`src/rtl/dispatch_stall_ctrl.sv`:
```
// Dispatch stall controller: gates dispatch on branch depth, a pending JALR, an empty fetch
// queue and post-flush recovery. Define DISPATCH_STALL_PERF_EN to build the stall-cycle counter.
module dispatch_stall_ctrl #(
    parameter int MAX_BR      = 2,
    parameter int RECOVER_CYC = 2
) (
    input  logic        clk,
    input  logic        rst,
    input  logic        branch,
    input  logic        jalr,
    input  logic        branch_solved,
    input  logic        jalr_solved,
    input  logic        ifq_empty,
    input  logic        flush,
    output logic        nstall,
    output logic [1:0]  stall_cause,
    output logic [3:0]  br_cnt,
    output logic [31:0] stall_cycles
);

    localparam logic [1:0] NORMAL    = 2'd0;
    localparam logic [1:0] WAIT_JALR = 2'd1;
    localparam logic [1:0] WAIT_IFQ  = 2'd2;
    localparam logic [1:0] RECOVER   = 2'd3;

    localparam logic [3:0] MAX_BR_C = 4'(MAX_BR);
    localparam logic [3:0] RC_INIT  = 4'(RECOVER_CYC - 1);

    logic [1:0] state;
    logic [1:0] state_nxt;
    logic [3:0] rc;
    logic [3:0] rc_nxt;
    logic [3:0] br_nxt;
    logic       accept_br;
    logic       accept_jalr;
    logic       dec_br;

    assign nstall      = (state == NORMAL) && (br_cnt < MAX_BR_C);
    assign accept_br   = branch & nstall;
    assign accept_jalr = jalr & nstall;
    // A resolve with nothing in flight is dropped so the counter cannot wrap.
    assign dec_br      = branch_solved && (br_cnt != 4'd0);

    always_comb begin
        state_nxt = state;
        rc_nxt    = rc;
        br_nxt    = br_cnt;

        if (accept_br && !dec_br) begin
            br_nxt = br_cnt + 4'd1;
        end else if (!accept_br && dec_br) begin
            br_nxt = br_cnt - 4'd1;
        end

        case (state)
            NORMAL: begin
                if (accept_jalr) begin
                    state_nxt = WAIT_JALR;
                end else if (ifq_empty) begin
                    state_nxt = WAIT_IFQ;
                end
            end
            WAIT_JALR: begin
                if (jalr_solved) begin
                    state_nxt = NORMAL;
                end
            end
            WAIT_IFQ: begin
                if (!ifq_empty) begin
                    state_nxt = NORMAL;
                end
            end
            default: begin
                if (rc == 4'd0) begin
                    state_nxt = ifq_empty ? WAIT_IFQ : NORMAL;
                end else begin
                    rc_nxt = rc - 4'd1;
                end
            end
        endcase

        // Flush wins over everything, including a flush already in recovery.
        if (flush) begin
            state_nxt = RECOVER;
            rc_nxt    = RC_INIT;
            br_nxt    = 4'd0;
        end
    end

    always_ff @(posedge clk or posedge rst) begin
        if (rst) begin
            state  <= NORMAL;
            rc     <= 4'd0;
            br_cnt <= 4'd0;
        end else begin
            state  <= state_nxt;
            rc     <= rc_nxt;
            br_cnt <= br_nxt;
        end
    end

    always_comb begin
        if (state == RECOVER || state == WAIT_IFQ) begin
            stall_cause = 2'd3;
        end else if (state == WAIT_JALR) begin
            stall_cause = 2'd2;
        end else if (br_cnt == MAX_BR_C) begin
            stall_cause = 2'd1;
        end else begin
            stall_cause = 2'd0;
        end
    end

`ifdef DISPATCH_STALL_PERF_EN
    logic [31:0] stall_cnt;

    always_ff @(posedge clk or posedge rst) begin
        if (rst) begin
            stall_cnt <= 32'd0;
        end else if (!nstall && stall_cnt != 32'hFFFF_FFFF) begin
            stall_cnt <= stall_cnt + 32'd1;
        end
    end

    assign stall_cycles = stall_cnt;
`else
    assign stall_cycles = 32'd0;
`endif

endmodule

```
`config.mk`:
```
export PLATFORM = sky130hd
export DESIGN_NAME = dispatch_stall_ctrl
export DESIGN_NICKNAME = d
export VERILOG_FILES = /design/src/rtl/dispatch_stall_ctrl.sv
export SDC_FILE = /design/constraint.sdc
export NUM_CORES = 1
export LEC_CHECK = 0
export CORE_MARGIN = 5
export CORE_UTILIZATION = 42
export CTS_BUF_LIST = sky130_fd_sc_hd__clkbuf_16
export DETAILED_ROUTE_END_ITERATION = 16
export PLACE_DENSITY = 0.92
export RECOVER_POWER = 50
export SETUP_SLACK_MARGIN = 0.02
export SLEW_MARGIN = 0
export SYNTH_ARGS = -nofsm -noshare
export SYNTH_HDL_FRONTEND = slang
export SYNTH_SLANG_ARGS = --single-unit
export TNS_END_PERCENT = 50
```
`constraint.sdc`:
```
create_clock -name clk -period 3.6 [get_ports clk]
set_input_delay 0.72 -clock clk [delete_from_list [all_inputs] [get_ports clk]]
set_output_delay 0.72 -clock clk [all_outputs]
set_load 0.02 [all_outputs]
```
# After elaboration in Yosys (flattened, before gate mapping)
# Cells that the tools add are included.
[classes]
n_addsub = 3
magnitude_cmp = 1
n_eq_ne = 9
n_mux = 17
n_bitwise = 2
reduce_logical = 15
[op_table]
columns = ["cell", "n"]
rows = [
  ["$mux W4", 6],
  ["$mux W2", 9],
  ["$sub A4 B1 Y4 const B", 2],
  ["$ne A3 B3 Y1 const B", 2],
  ["$pmux W2 S3", 1],
  ["$reduce_bool A5 Y1", 1],
  ["$add A4 B1 Y4 const B", 1],
  ["$eq A2 B2 Y1 const B", 2],
  ["$eq A4 B2 Y1 const B", 1],
  ["$logic_and A1 B1 Y1", 4],
  ["$logic_not A4 Y1", 1],
  ["$lt A4 B2 Y1 const B", 1],
  ["$ne A4 B4 Y1 const B", 1],
  ["$reduce_and A4 Y1", 1],
  ["$reduce_bool A4 Y1", 1],
  ["$reduce_bool A3 Y1", 1],
  ["$reduce_or A3 Y1", 1],
  ["$and A1 B1 Y1", 2],
  ["$eq A2 B1 Y1 const B", 1],
  ["$logic_not A1 Y1", 2],
  ["$logic_not A2 Y1", 1],
  ["$ne A2 B1 Y1 const B", 1],
  ["$ne A2 B2 Y1 const B", 1],
  ["$reduce_and A2 Y1", 1],
  ["2 further kinds", 2],
]
[totals]
reg_bits = 10
in_bits = 8

# Logic depth before layout (Yosys ltp)
[logic_depth]
depth_word = 8
depth_mapped = 8

# Least setup slack after synthesis
# No wires, ideal clock.
[synth_path]
kind = "register to register"
from = "register br_cnt[2]"
to = "register br_cnt[3]"
setup_time_ns = 0.134
t_arrival_ns = 2.019
setup_slack_ns = 1.448
path_stages_with_launch = 9
path_buffers = 0
path_cell_list = "dfrtp_1 > nor3_2 > nand4_1 > ha_1 > a21o_2 > a21oi_1 > xnor2_1 > a21o_1 > a21oi_2"
[synth_between]
elab_chain_len = 6
word_cells_on_any_way = 15
classes_between = "add/sub: 2; order compare: 1; mux: 3; bitwise: 1; reduce/logical: 8"
[synth_lines]
columns = ["item", "line_no", "rtl"]
rows = [
  ["start, declared", "17", "output logic [3:0] br_cnt,"],
  ["start signal, assigned", "98", "br_cnt <= br_nxt;"],
  ["$lt A4 B2 Y1 or $reduce_bool A4 Y1 (tied branches)", "38, 42", ""],
  ["$logic_and A1 B1 Y1 (on tied branches)", "38, 42", ""],
  ["$and A1 B1 Y1 or $logic_not A1 Y1 (tied branches)", "39, 49", ""],
  ["$logic_and A1 B1 Y1 or $logic_not A1 Y1 (tied branches)", "49, 51", ""],
  ["$mux W4 or $logic_and A1 B1 Y1 (tied branches)", "49, 51", ""],
  ["$mux W4 or $reduce_bool A3 Y1 (tied branches)", "-", ""],
]
# Several ways; a longest one is shown, not always the timed one. The select of a mux whose other input is x is not followed.
# A chain may end at the register's enable or synchronous reset.

# Final worst setup path
[layout_path]
from = "register br_cnt[2]"
to = "output port nstall"
[layout_between]
elab_chain_len = 2
[layout_lines]
columns = ["item", "line_no", "rtl"]
rows = [
  ["$lt A4 B2 Y1", "38", "assign nstall = (state == NORMAL) && (br_cnt < MAX_BR_C);"],
  ["$logic_and A1 B1 Y1", "38", ""],
  ["end, declared", "15", "output logic nstall,"],
]
# No other way between the ends.

==> results by group <==
Status
  • Run status: completed

STA
  • Worst-margin pin slew: 0.898 ns
  • Slew HR: 0.394
  • Setup violations, final: 0
  • Max-slew violation count: 0
  • RSZ-0062 raised after global routing: false
  • Final hold violations: 0
  • Final worst path period share: 0.719
  • Fin Clk Skew: 0.000861 ns
  • Period minus WS final: 2.59 ns
  • Fmax: 386 MHz
  • Setup TNS: 0 ns

Synth
  • Leading area contributor after synthesis: dfrtp_1
  • Simple logic cell fraction of the synthesized area: 0.117
  • Ys Warns: 0
  • Post-synthesis compound-gate area fraction: 0.149
  • Adder-cell share of the synthesized area: 0.0780
  • Main combinational cell family by area after synthesis: buffers and inverters
  • Post-synthesis mux area share: 0.0111
  • Area share of the largest cell type after synthesis: 0.279
  • Sequential area share after synthesis: 0.279
  • Async SR Flop Fraction: 1.00
  • Seq cells post-synth: 10
  • XOR/XNOR Fraction of Synth Area: 0.0487
  • Avg Cell Area, Syn: 8.72 sq um
  • Cells after Synth: 103
  • Most frequent cell after synthesis: buf_4
  • Most common flop cell mapped by yosys: dfrtp_1
  • Synth top area cells: dfrtp_1 (28%), buf_4 (27%), ha_1 (5.6%)
  • Post-synth EDFFs: 0
  • Synth unique cells: 34
  • Synth cell count leaders: buf_4 (32), dfrtp_1 (10), inv_1 (10), nor2_1 (10)
  • Mapped Area: 898 sq um

Die
  • Chip height: 56.3 um
  • Core ar.: 2000 sq um
  • Initial Util: 0.449
  • Boundary pin count: 47
  • Die X: 56.3 um
  • Die area: 3160 sq um
  • # rows: 16

Global route
  • Initial antenna violation count: 0
  • Vias in the first global route: 636
  • All-layer global routing usage: 0.114
  • Largest net degree at the start of global routing: 11
  • Overflow after GRT: 0
  • First-pass GRT wire length: 2.88 mm

Setup path
  • Crit path max fanout: 6
  • CP max stage delay: 0.60 ns
  • Crit-path cells: nor3_2, and2_1, clkdlybuf4s50_1
  • Critical Path End Type: primary output
  • FF-to-FF path depth: 8
  • Critical Path RT: 2.88 ns
  • Worst reg-to-reg setup slack: 1.30 ns
  • Critical path class: register to primary output
  • Crit start category: register
  • CP max stage cell: clkdlybuf4s50_1
  • Arrival time worst endpoint: 1.87 ns
  • R2r endpoint: br_cnt[3]
  • Crit. Startpoint: br_cnt[2]
  • Reg2Reg Launch Point: br_cnt[2]

Detailed routing
  • DRT iter0 DRCs: 10
  • # DRC: 0
  • Final WL: 1.79 mm
  • Via/cell ratio: 4.55
  • Antenna-violating nets left: 0
  • DR vias: 665
  • Pre-antenna DRT Iters: 4
  • Routed length per instance: 12.3 um

CTS
  • Post-CTS Setup Inserts: 0
  • H-tree Lvls: 1
  • Hold_buf cts: 0
  • Clk sinks: 10
  • Worst-skew pair later-pin latency: 0.24 ns
  • Clock Tree Root: clkbuf_16
  • Total CTS buffers: 3
  • CTS tree: yes
  • Clock transition at path regs: 0.04 ns
  • Clock tree buffer depth: 2
  • Post-CTS sizing: 0

Placed design
  • IO buf count: 14
  • DP HPWL: 1.43 mm
  • Gpl congestion: 0.703

Power and ir drop
  • Seq pwr share: 0.269
  • Total Power: 0.744 mW
  • Power per Cell Area: 727 nW/um^2
  • Combinational Power Share: 0.463
  • Lkg Pwr: 0.496 nW
  • Net Sw Frac: 0.402
  • Clock share of power: 0.268
  • Internal power: 0.445 mW
  • P_sw: 0.299 mW
  • VDD IR max: 0.387 mV

Finish
  • Ant diodes: 0
  • Layout cells sized above 1: 0.0672
  • Fill cells: 195
  • P&R area growth vs syn: 13.9%
  • Total Nets Final: 133

Hold path
  • Cell count of the worst hold path: 2
  • Hold Startpoint: rc[1]
  • Hold crit path type: register to register
  • WHS Endpoint: rc[1]

Run
  • Max-Cap Viols: 0
-- how the worst max path moves through the flow --
stage                           end  slack (ns)
final                        nstall        1.01
after detailed placement  br_cnt[3]        0.85
after global placement    br_cnt[3]        0.92
after CTS                    nstall        1.01
after floorplan           br_cnt[3]        1.45
after global routing         nstall        0.92
-- flip-flops by register name, summed over array words and instances (netlist names) --
name and flops:
br_cnt 4, rc 4, state 2
-- final cells by class --
type	count	area [sq um]	share of cell area
multi-input cells	81	483	0.472
repair buffers	14	140	0.137
clock buffers	3	75.1	0.0733
clock inverters	1	3.75	0.00367
flip-flops and latches	10	250	0.244
inverters	10	37.5	0.0367
well taps	27	33.8	0.0330
-- power groups by stage --
| stage | Clock (mW) | Sequential (mW) | Combinational, mW |
|---|---|---|---|
| after floorplan | 0 | 0.201 | 0.274 |
| after global placement | 0 | 0.198 | 0.326 |
| after detailed placement | 0 | 0.201 | 0.345 |
| after CTS | 0.203 | 0.200 | 0.349 |
| after global routing | 0.207 | 0.208 | 0.379 |
| final | 0.199 | 0.200 | 0.345 |
-- kinds of logic after synthesis --
family                   Yosys count
adder cells (fa/ha/maj)            5
multiplexers                       1
AO/OA/AOI/OAI                     16
flip-flops                        10
other                              1
AND/OR/NAND/NOR                   22
buffers and inverters             43
XOR/XNOR                           5
-- layout by cell type (no fill, tap or decap) --
cell type | netlist | routed
conb_1 | 1 | 32
clkdlybuf4s50_1 | 0 | 12
inv_1 | 10 | 10
nor2_1 | 10 | 10
dfrtp_1 | 10 | 10
nand2_1 | 4 | 4
xnor2_1 | 4 | 4
ha_1 | 4 | 4
clkbuf_16 | 0 | 3
nand3_1 | 2 | 2
a21oi_1 | 2 | 2
dlygate4sd3_1 | 0 | 2
o311a_1 | 1 | 1
xor2_1 | 1 | 1
nor3_2 | 1 | 1
nor2_2 | 1 | 1
or4_1 | 1 | 1
a22o_1 | 1 | 1
o221a_4 | 1 | 1
mux2i_1 | 1 | 1
a211oi_1 | 1 | 1
and2_1 | 1 | 1
o311ai_0 | 0 | 1
o21ai_1 | 1 | 1
a221o_1 | 1 | 1
nor4_1 | 1 | 1
nand4_1 | 1 | 1
a41o_1 | 1 | 1
o21ai_0 | 1 | 1
a31oi_1 | 1 | 1
a21o_2 | 1 | 1
a21o_1 | 1 | 1
a21oi_2 | 1 | 1
o21bai_1 | 1 | 1
fa_1 | 1 | 1
clkinv_1 | 0 | 1
-- metrics by stage --
| step | std cells | hold WS [ns] | setup slack (ns) | utilization | area (sq um) |
|---|---|---|---|---|---|
| 6_report | 146 | 0.557 | 1.01 | 0.511 | 1020 |
| 5_1_grt | 146 | 0.605 | 0.915 | 0.511 | 1020 |
| 4_1_cts | 146 | 0.562 | 1.01 | 0.511 | 1020 |
| 3_5_place_dp | 142 | 0.553 | 0.854 | 0.472 | 945 |
| 3_3_place_gp | 142 | 0.524 | 0.924 | 0.472 | 945 |
| 2_1_floorplan | 134 | 0.504 | 1.45 | - | 1010 |
-- layer usage --
layer / wire (um) / share of wire / global-route usage / vias up
li1: - / - / - / 312
met1: 656 / 0.37 / 0.118 / 312
met2: 911 / 0.51 / 0.215 / 38
met3: 209 / 0.12 / 0.0482 / 3
met4: 13 / 0.0073 / 0.0203 / 0
met5: 0 / 0 / 0 / -
-- worst max-delay path: cells and delay by family (launching register included) --
| kind | cells | cell delay, ns |
|---|---|---|
| and+or+nand+nor | 2 | 0.57 |
| buffers and inverters | 1 | 0.60 |
| DFF | 1 | 0.45 |
Note: power is estimated with default switching activity, not from simulation.
